--- src/rtl/tff_toggle_arbiter.sv ---
// Round-robin arbiter sharing one T flip-flop among N_REQ requesters.
// Each accepted request produces a one-cycle grant/toggle, followed by a COOL-cycle hold-off.
module tff_toggle_arbiter #(
   parameter int N_REQ = 4,
   parameter int COOL  = 2,
   parameter int CNT_W = 8
) (
   input  logic             clk,
   input  logic             reset,
   input  logic [N_REQ-1:0] req,
   output logic [N_REQ-1:0] gnt,
   output logic             tff_en,
   output logic             q,
   output logic [CNT_W-1:0] toggle_cnt,
   output logic             busy
);

   localparam int PW = (N_REQ > 1) ? $clog2(N_REQ) : 1;
   localparam logic [3:0] COOL_M1 = (COOL > 0) ? 4'(COOL - 1) : 4'd0;

   typedef enum logic [1:0] {S_IDLE, S_GRANT, S_COOL} state_t;

   state_t            r_state, w_state_nxt;
   logic [N_REQ-1:0]  r_gnt;
   logic [PW-1:0]     r_ptr, r_gidx, w_sel_idx;
   logic              w_sel_vld;
   logic [3:0]        r_cool;
   logic              r_q;
   logic [CNT_W-1:0]  r_cnt;
   int                w_k;

   // Rotating priority: first set request bit at or after r_ptr, wrapping.
   always_comb begin
      w_sel_vld = 1'b0;
      w_sel_idx = '0;
      w_k       = 0;
      for (int i = 0; i < N_REQ; i++) begin
         w_k = int'(r_ptr) + i;
         if (w_k >= N_REQ) w_k = w_k - N_REQ;
         if (!w_sel_vld && req[w_k]) begin
            w_sel_vld = 1'b1;
            w_sel_idx = PW'(w_k);
         end
      end
   end

   always_comb begin
      w_state_nxt = r_state;
      case (r_state)
         S_IDLE:  if (w_sel_vld) w_state_nxt = S_GRANT;
         S_GRANT: w_state_nxt = (COOL > 0) ? S_COOL : S_IDLE;
         S_COOL:  if (r_cool == 4'd0) w_state_nxt = S_IDLE;
         default: w_state_nxt = S_IDLE;
      endcase
   end

   always_ff @(posedge clk) begin
      if (!reset) begin
         r_state <= S_IDLE;
         r_gnt   <= '0;
         r_gidx  <= '0;
         r_ptr   <= '0;
         r_cool  <= '0;
         r_q     <= 1'b0;
         r_cnt   <= '0;
      end else begin
         r_state <= w_state_nxt;
         case (r_state)
            S_IDLE: begin
               if (w_sel_vld) begin
                  r_gnt  <= N_REQ'(1) << w_sel_idx;
                  r_gidx <= w_sel_idx;
               end
            end
            S_GRANT: begin
               r_gnt  <= '0;
               r_q    <= ~r_q;
               r_cnt  <= r_cnt + 1'b1;
               r_ptr  <= (r_gidx == PW'(N_REQ - 1)) ? '0 : r_gidx + 1'b1;
               r_cool <= COOL_M1;
            end
            S_COOL: begin
               if (r_cool != 4'd0) r_cool <= r_cool - 1'b1;
            end
            default: r_gnt <= '0;
         endcase
      end
   end

   assign gnt        = r_gnt;
   assign tff_en     = |r_gnt;
   assign q          = r_q;
   assign toggle_cnt = r_cnt;
   assign busy       = (r_state != S_IDLE);

endmodule

--- config.mk ---
export PLATFORM = sky130hd
export DESIGN_NAME = tff_toggle_arbiter
export DESIGN_NICKNAME = d
export VERILOG_FILES = /design/src/rtl/tff_toggle_arbiter.sv
export SDC_FILE = /design/constraint.sdc
export NUM_CORES = 1
export LEC_CHECK = 0
export ABC_AREA = 1
export CORE_UTILIZATION = 50
export CTS_CLUSTER_SIZE = 28
export DETAILED_ROUTE_END_ITERATION = 12
export DONT_BUFFER_PORTS = 1
export PLACE_DENSITY_LB_ADDON = 0.08
export SYNTH_ARGS = -nofsm -noshare
export SYNTH_HDL_FRONTEND = slang
export SYNTH_SLANG_ARGS = --single-unit
--- constraint.sdc ---
create_clock -name clk -period 2.1 [get_ports clk]
set_clock_uncertainty 0.05 [all_clocks]
set_input_delay 0.315 -clock clk [delete_from_list [all_inputs] [get_ports clk]]
set_output_delay 0.315 -clock clk [all_outputs]
set_load 0.01 [all_outputs]
# After elaboration in Yosys (flattened, before gate mapping)
# Index checks and enable logic that the tools add are counted.
# totals
register_bits	23
input_bits	6
output_inout_bits	15
word_cells	82
# op_classes
n_addsub	10
magnitude_cmp	8
eq_ne	6
n_shift	1
muxes	32
bitwise	2
reduce_logical	16
# op_table
op	count
$lt A32 B4 Y1 const B	4
$mux W32	4
$pmux W4 S2	2
$mux W2	7
$mux W1	12
$sub A3 B3 Y4 const B	3
$ge A3 B3 Y1 const B	3
$add A8 B1 Y8 const B	1
$bmux W1 S2	4
$mux W4	2
$reduce_and A2 Y1	4
$add A2 B2 Y3 const B	2
$ne A2 B2 Y1 const B	3
$pmux W2 S3	1
$eq A2 B2 Y1 const B	2
$logic_not A4 Y1	1
$reduce_bool A2 Y1	2
$reduce_bool A4 Y1	1
$reduce_or A4 Y1	1
$shl A1 B2 Y4 const A	1
$sub A2 B3 Y4 const B	1
$sub A4 B1 Y4 const B	1
$add A2 B1 Y3 const B	1
$ge A2 B3 Y1 const B	1
6 further kinds	11

# Longest topological paths before layout
# Gate-level depths: netlist (run 1).
# logic_depth
ltp_word	18
ltp_mapped	13
mapped_depth_nobuf	13

# Least setup slack after synthesis (run 1)
# OpenSTA, ideal clock, no wires.
# synth_path
path_type	register to register
start	register r_cnt[0], in the netlist toggle_cnt[0]
end	register r_cnt[7], in the netlist toggle_cnt[7]
arrival_ns	1.335
setup_slack_ns	0.648
stages_incl_launch_ff	9
n_path_buf	0
path_cell_list	dfxtp_1 > inv_1 > nor4_1 > nand2_1 > nor2_1 > nand2_1 > o21bai_1 > nand2_1 > nor2_1
# synth_between
elab_chain_len	1
# synth_rtl
element	line	source
start: declaration	29	logic [CNT_W-1:0] r_cnt;
start signal: assignment	78	r_cnt <= r_cnt + 1'b1;
$add A8 B1 Y8	78	
# Every way passes these cells.
# A chain may end at the register's enable or synchronous reset.

# Worst setup path after layout (run 1)
# layout_path
start	register r_ptr[0]
end	register r_gnt[2], in the netlist gnt[2]
# layout_between
elab_chain_len	18
elab_cells_between_ends	46
# layout_rtl
element	line	source
start: declaration	25	logic [PW-1:0] r_ptr, r_gidx, w_sel_idx;
start signal: assignment	79	r_ptr <= (r_gidx == PW'(N_REQ - 1)) ? '0 : r_gidx + 1'b1;
parallel branches: the longest is 18 deep, another holds $sub A3 B3 Y4	--	
end signal: assignment	71	r_gnt <= N_REQ'(1) << w_sel_idx;
end: declaration	24	logic [N_REQ-1:0] r_gnt;
# Several ways; the timed one is not identified. The select of a mux whose other input is x is not followed.

==> results of run 1 <==
## power breakdown
group | internal [W] | leakage, nW | switching [W] | total (W)
sequential | 0.000561 | 0.188 | 0.000133 | 0.000694
clock | 0.0000712 | 0.0177 | 0.000135 | 0.000206
combinational | 0.000405 | 0.458 | 0.000753 | 0.00116
total | 0.00104 | 0.664 | 0.00102 | 0.00206
## layout make-up
class                      count  area, sq um
fill                         250         1120
multi-input combinational    141          771
sequential                    23          460
inverter                      31          116
tap                           30         37.5
clock buffer                   3         22.5
timing repair buffer           2         15.0
clock inverter                 1         5.00
## cells by family (layout without fill, tap and decap cells)
logic type,Yosys count,after routing,synth area share (%)
compound gates,25,25,11.0
xor+xnor,1,1,0.639
fa+ha+maj,4,4,3.65
buf+inv,35,37,10.2
flops,23,23,33.6
simple gates,111,111,40.9
## registers in the layout (all words and copies together), names as in the netlist
name / cells
r_cool: 4
r_gidx: 2
r_state: 2
gnt: 4
r_ptr: 2
q: 1
toggle_cnt: 8
## how the worst max path moves through the flow
stage	start	endpoint	slack, ns
global placement	r_ptr[0]	gnt[2]	0.47
floorplan	toggle_cnt[0]	toggle_cnt[7]	0.65
global route	r_ptr[0]	gnt[2]	0.18
finish	r_ptr[0]	gnt[2]	0.39
CTS	toggle_cnt[0]	toggle_cnt[7]	0.38
detailed placement	r_ptr[0]	gnt[2]	0.42
## layer usage
layer	vias to the layer above	GRT usage [%]	part of all wire (%)
met5	-	0	0
met4	0	3.85	0.40
met3	2	5.56	5.5
met2	33	32.5	46
met1	533	25.8	48
li1	631	-	-
## synthesized netlist by cell type
library cell   n  share of area, %
inv_2          5               1.4
nand2_1       53                15
o21ai_2        2               1.3
nor2_8         1               1.5
nand3_2        1              0.73
buf_6          1              0.82
nand2_4        3               2.5
ha_1           4               3.6
or4_1          1              0.55
xor2_1         1              0.64
a21oi_1       11               4.0
nor2_2         3               1.4
clkbuf_1       2              0.55
nor3b_1        1              0.55
nand3b_4       1               1.5
nor4_1         2              0.91
nand3_1        8               2.9
o21ai_4        1               1.2
nand4_1        3               1.4
a21oi_2        1              0.64
dfxtp_1       23                34
o21bai_1       1              0.55
inv_1         26               7.1
o21ai_1        1              0.36
and2_1         1              0.46
nor2_1        16               4.4
nor2_4         1              0.82
nor3_1         5               1.8
nand3b_1       1              0.55
nand2_2       10               4.6
buf_2          1              0.36
o21ai_0        7               2.6
o22ai_1        1              0.46
## metrics by stage
stage	cells	worst slack, ns	util [%]	total power (W)
after CTS	231	0.375	56.1	0.00206
after detailed placement	227	0.415	55.0	0.00186
after global routing	231	0.181	56.1	0.00225
final	231	0.388	56.1	0.00206
after global placement	227	0.469	55.0	0.00183
after floorplan	199	0.648	-	0.00167
==> impl_results.md, run 1 <==
* Status: completed
* Largest net degree at the start of global routing at 14
* Seq cells post-synth at 23
* Power Dens Cells at 1440 nW/um^2
* Final instance area at between 1000 and 1500 sq um
* Top Family by Delay on Critical Path: simple AND/OR/NAND/NOR gates
* I/O Buffers at 0
* RSZ-0062 raised after global routing: false
* Row count at 18
* Clock Pin Slew Worst Setup and Hold Paths at 0.13 ns
* Synthesized area per cell at slightly below 7 sq um
* Setup bufs post-CTS at 0
* Hold path start: reset
* DR pass1 iterations at 4
* Post-layout min period at approximately 1.7 ns
* Post-Route WL at roughly 2500 microns
* H-tree lvl count at 1
* Leakage power of the design at roughly 0.66 nW
* Skew-Pair Late Insertion Delay at 0.31 ns
* Vias/cell at 5.19
* Critical Path RT at ~2.3 ns
* CP Depth at 12
* WP buf/inv at 2
* Hold buffer count at CTS at 0
* Tot GR Track Use at a little under 20%
* Cell depth of the worst hold path at 2
* CTS tree: yes
* Final Wtd Congestion at roughly 0.82
* CP Class: reg2reg
* Hold Path Sink: toggle_cnt[3]
* Routed Antenna Nets at 0
* Arr. time, crit path at 1.92 ns
* Die Wd at between 50 and 60 microns
* Worst flop-to-flop path startpoint: r_ptr[0]
* Placed Area at 1400 sq um
* Slew Viols, Final at 0
* Share of cells above drive strength 1 at approximately 17%
* Max-slew headroom at 69.4%
* Synth cell types at 33
* Final Cycle Share at 81.5%
* Mapped Nets at roughly 210
* Commonest cells after routing, fill and taps aside: nand2_1 (53), inv_1 (26), dfxtp_1 (23), nor2_1 (16), a21oi_1 (11)
* Worst setup SP type: register
* Final Setup Violations at 0
* RR Endpoint: gnt[2]
* Vias after detailed routing at 1199
* Post_cts resized at 0
* Worst slew pin tran at roughly 0.46 ns
* DRT iter0 DRCs at 20
* Seq/Total Area, Yosys at roughly a third
* Initial antenna violation count at 0
* Largest stage delay, worst path at 0.49 ns
* DRC violations left at 0
* Cells after Synth at 199
* R2r setup slk at around 0.39 ns
* Vias in the first global route at 1054
* Max Cap Viol at 0
* Inserted Diodes at 0
* Crit end category: register
* Layout area overhead at 4.11%
* Clk root buf: clkbuf_4
* Synth Cell Area at around 1400 sq um
* Fmax at between 500 and 600 MHz
* Die height at approximately 54 microns
* Most frequent CP cell: nand2_1
* HP Class: in2reg
* GRT overflow at 0
* Starting Density at roughly 54%
* First-pass GRT wire length at around 4200 microns
* Critical path cell sequence: inv_2 -> nand2_1 -> nand3_2 -> nand2_4 -> inv_1 -> nand2_1 -> nand2_1 -> nand2_1 -> nand2_1 -> nor2_1 -> nand2_1 -> o21ai_2
* Avg WL per Cell at 10.9 microns
* Crit path max fanout at 10
* Post-DP HPWL at approximately 2000 microns
* I/O pins at 21
* Worst VDD drop at about 1.1 mV
* WHS at between 0.06 and 0.07 ns
* Yosys Warn Count at 0
* Core box area at about 2500 sq um
* Post-layout net count at approximately 210
* Worst-case clock buffer depth at 2
* CTS Buf Count at 3
* Worst Reg-to-Reg Cells at 12
* Setup TNS at 0 ns
* Most common cell after layout, fill and taps aside: nand2_1
* Num Clock Sinks at 23
* Hold Vio Cnt, Final at 0
* Slowest-stage cell, CP: dfxtp_1
* Die footprint at between 2000 and 3000 sq um
(Power assumes the default switching activity.)
==> inputs of run 2 (changes only) <==
clock period = 1.6 ns   (was 2.1 ns; I/O delays follow)
==> run 2 against run 1 <==
Register-to-register slack got worse by 0.33 ns. Setup slack got worse by 0.35 ns. Highest routed layer unchanged. Hold slack got worse by 0.052 ns. Sequential power increased by 28%.
==> impl_results.md, run 2 (synthesis results as in run 1) <==
* Reg area at 465 sq um (was 460 sq um)
* Die footprint at 2960 sq um (unchanged)
* Die height at 54.4 microns (unchanged)
* Row count at 18 (unchanged)
* Core box area at 2540 sq um (unchanged)
* Post-layout net count at 223 (was 212)
* Final Wtd Congestion at 0.874 (was 0.822)
* Commonest cells after routing, fill and taps aside: nand2_1 (42), inv_1 (25), dfxtp_1 (21), nand2_2 (15), nor2_1 (14) (was nand2_1 (53), inv_1 (26), dfxtp_1 (23), nor2_1 (16), a21oi_1 (11))
* Max FFs per register at 8 (unchanged)
* Starting Density at 53.9% (unchanged)
* Power Dens Cells at 1900 nW/um^2 (was 1440 nW/um^2)
* Leakage power of the design at 0.775 nW (was 0.664 nW)
* Clk root buf: clkbuf_4 (unchanged)
* Final Cycle Share at between 90% and 100%
* Final worst slack at 0.0338 ns (was 0.388 ns)
* Share of cells above drive strength 1 at 29.7% (was 17.4%)
* DR pass1 iterations at 4 (unchanged)
* GRT overflow at 0 (unchanged)
* Worst setup SP type: register (unchanged)
* Critical path cell sequence: or4_1 (was inv_2 -> nand2_1 -> nand3_2 -> nand2_4 -> inv_1 -> nand2_1 -> nand2_1 -> nand2_1 -> nand2_1 -> nor2_1 -> nand2_1 -> o21ai_2)
* I/O Buffers at 0 (unchanged)
* Top Family by Delay on Critical Path: simple AND/OR/NAND/NOR gates (unchanged)
* Vias after detailed routing at 1238 (was 1199)
* Crit path max fanout at 3 (was 10)
* Post-place setup slack at 0.0199 ns (was 0.415 ns)
* Avg WL per Cell at 11.6 microns (was 10.9 microns)
* Post-layout min period at about 1.6 ns
* Number of fill cells at 215 (was 250)
* Final Setup Violations at 0 (unchanged)
* DRT iter0 DRCs at 23 (was 20)
* Crit end category: output pin (was register)
* Hold Vio Cnt, Final at 0 (unchanged)
* CTS tree: yes (unchanged)
* Skew-Pair Late Insertion Delay at 0.31 ns (about the same)
* Area of the multi-input gates at 865 sq um (was 771 sq um)
* Vias/cell at 5.12 (was 5.19)
* Slew Viols, Final at 0 (unchanged)
* Num Clock Sinks at 23 (unchanged)
* Vias in the first global route at 1105 (was 1054)
* Inserted Diodes at 0 (unchanged)
* DRC violations left at 0 (unchanged)
* RSZ-0062 raised after global routing: true (was false)
* Die Wd at 54.4 microns (unchanged)
* HP Class: in2reg (unchanged)
* I/O pins at 21 (unchanged)
* CP Class: reg2out (was reg2reg)
* Max Cap Viol at 0 (unchanged)
* Largest stage delay, worst path at 0.59 ns (was 0.49 ns)
* Setup TNS at 0 ns (unchanged)
* H-tree lvl count at 1 (unchanged)
* Fmax at around 640 MHz
* Clock Pin Slew Worst Setup and Hold Paths at 0.13 ns (about the same)
* Worst-case clock buffer depth at 2 (unchanged)
* WP buf/inv at 0 (was 2)
* Layout area overhead at 18.7% (was 4.11%)
* Post-DP HPWL at 2170 microns (was 2000 microns)
* Initial antenna violation count at 0 (unchanged)
* First-pass GRT wire length at 4560 microns (was 4220 microns)
* Max-slew headroom at 69.4% (about the same)
* Tot GR Track Use at 21.1% (was 19.8%)
* Most common cell after layout, fill and taps aside: nand2_1 (unchanged)
* Finished Core Util at 64.0% (was 56.1%)
* Worst VDD drop at 1.11 mV (was 1.13 mV)
* Slowest-stage cell, CP: or4_1 (was dfxtp_1)
* Status: completed (unchanged)
* WHS at 0.0128 ns (was 0.0653 ns)
* Post-Route WL at 2810 microns (was 2510 microns)
* Largest net degree at the start of global routing at 14 (unchanged)
* Total Power at 0.00310 W (was 0.00206 W)
* Arr. time, crit path at 1.28 ns (was 1.92 ns)
* Critical Path RT at 1.31 ns (was 2.31 ns)
* CTS Buf Count at 3 (unchanged)
* Worst slew pin tran at 0.458 ns (was 0.459 ns)
* Routed Antenna Nets at 0 (unchanged)
==> run 2: cell types whose count changed in the layout (fill, tap and decap cells not counted), sizes merged <==
cell / previous run / this run
buf: 2 / 12
dlygate4sd3: 0 / 1
==> run 2: timing repair <==
| action | CTS | global route |
|---|---|---|
| endpoints found under the setup margin | 0 | 12 |
| gates resized for setup | 0 | 33 |
| hold buffers | 1 | 0 |
| hold endpoints to repair | 3 | 0 |
| setup buffers | 0 | 2 |
==> run 2: power by group <==
group          internal [W]  switching (W)  total (W)
registers          0.000745       0.000142   0.000887
clock network     0.0000931       0.000169   0.000262
logic              0.000746        0.00120    0.00195
total               0.00158        0.00151    0.00310
==> run 2: layout make-up <==
class / count / share of cell area (%)
tap: 30 / 2.31
clock inverter: 1 / 0.307
multi-input combinational: 141 / 53.1
sequential: 23 / 28.6
clock buffer: 3 / 1.38
inverter: 31 / 7.46
timing repair buffer: 13 / 6.84
==> run 2: layer usage <==
layer / share of wire (%) / vias to the layer above / GRT usage (%)
met5: 0 / - / 0
met3: 3.2 / 2 / 4.17
met2: 47 / 16 / 35.2
li1: - / 648 / -
met1: 48 / 572 / 27.1
met4: 1.0 / 0 / 6.41
==> run 2: per-stage QoR <==
stage / instances / area, sq um
global placement: 235 / 1460
global route: 242 / 1630
floorplan: 199 / 1370
CTS: 240 / 1500
finish: 242 / 1630
detailed placement: 235 / 1460
==> run 2: final timing paths <==
| path | to | start | slack, ns | depth (start not counted) |
|---|---|---|---|---|
| hold / removal | toggle_cnt[0] | reset | 0.01 | 2 |
| hold reg to reg | r_gidx[1] | r_gidx[1] | 0.44 | 2 |
| setup reg to reg | gnt[3] | r_ptr[0] | 0.06 | 12 |
| setup / recovery | tff_en | gnt[2] | 0.03 | 1 |
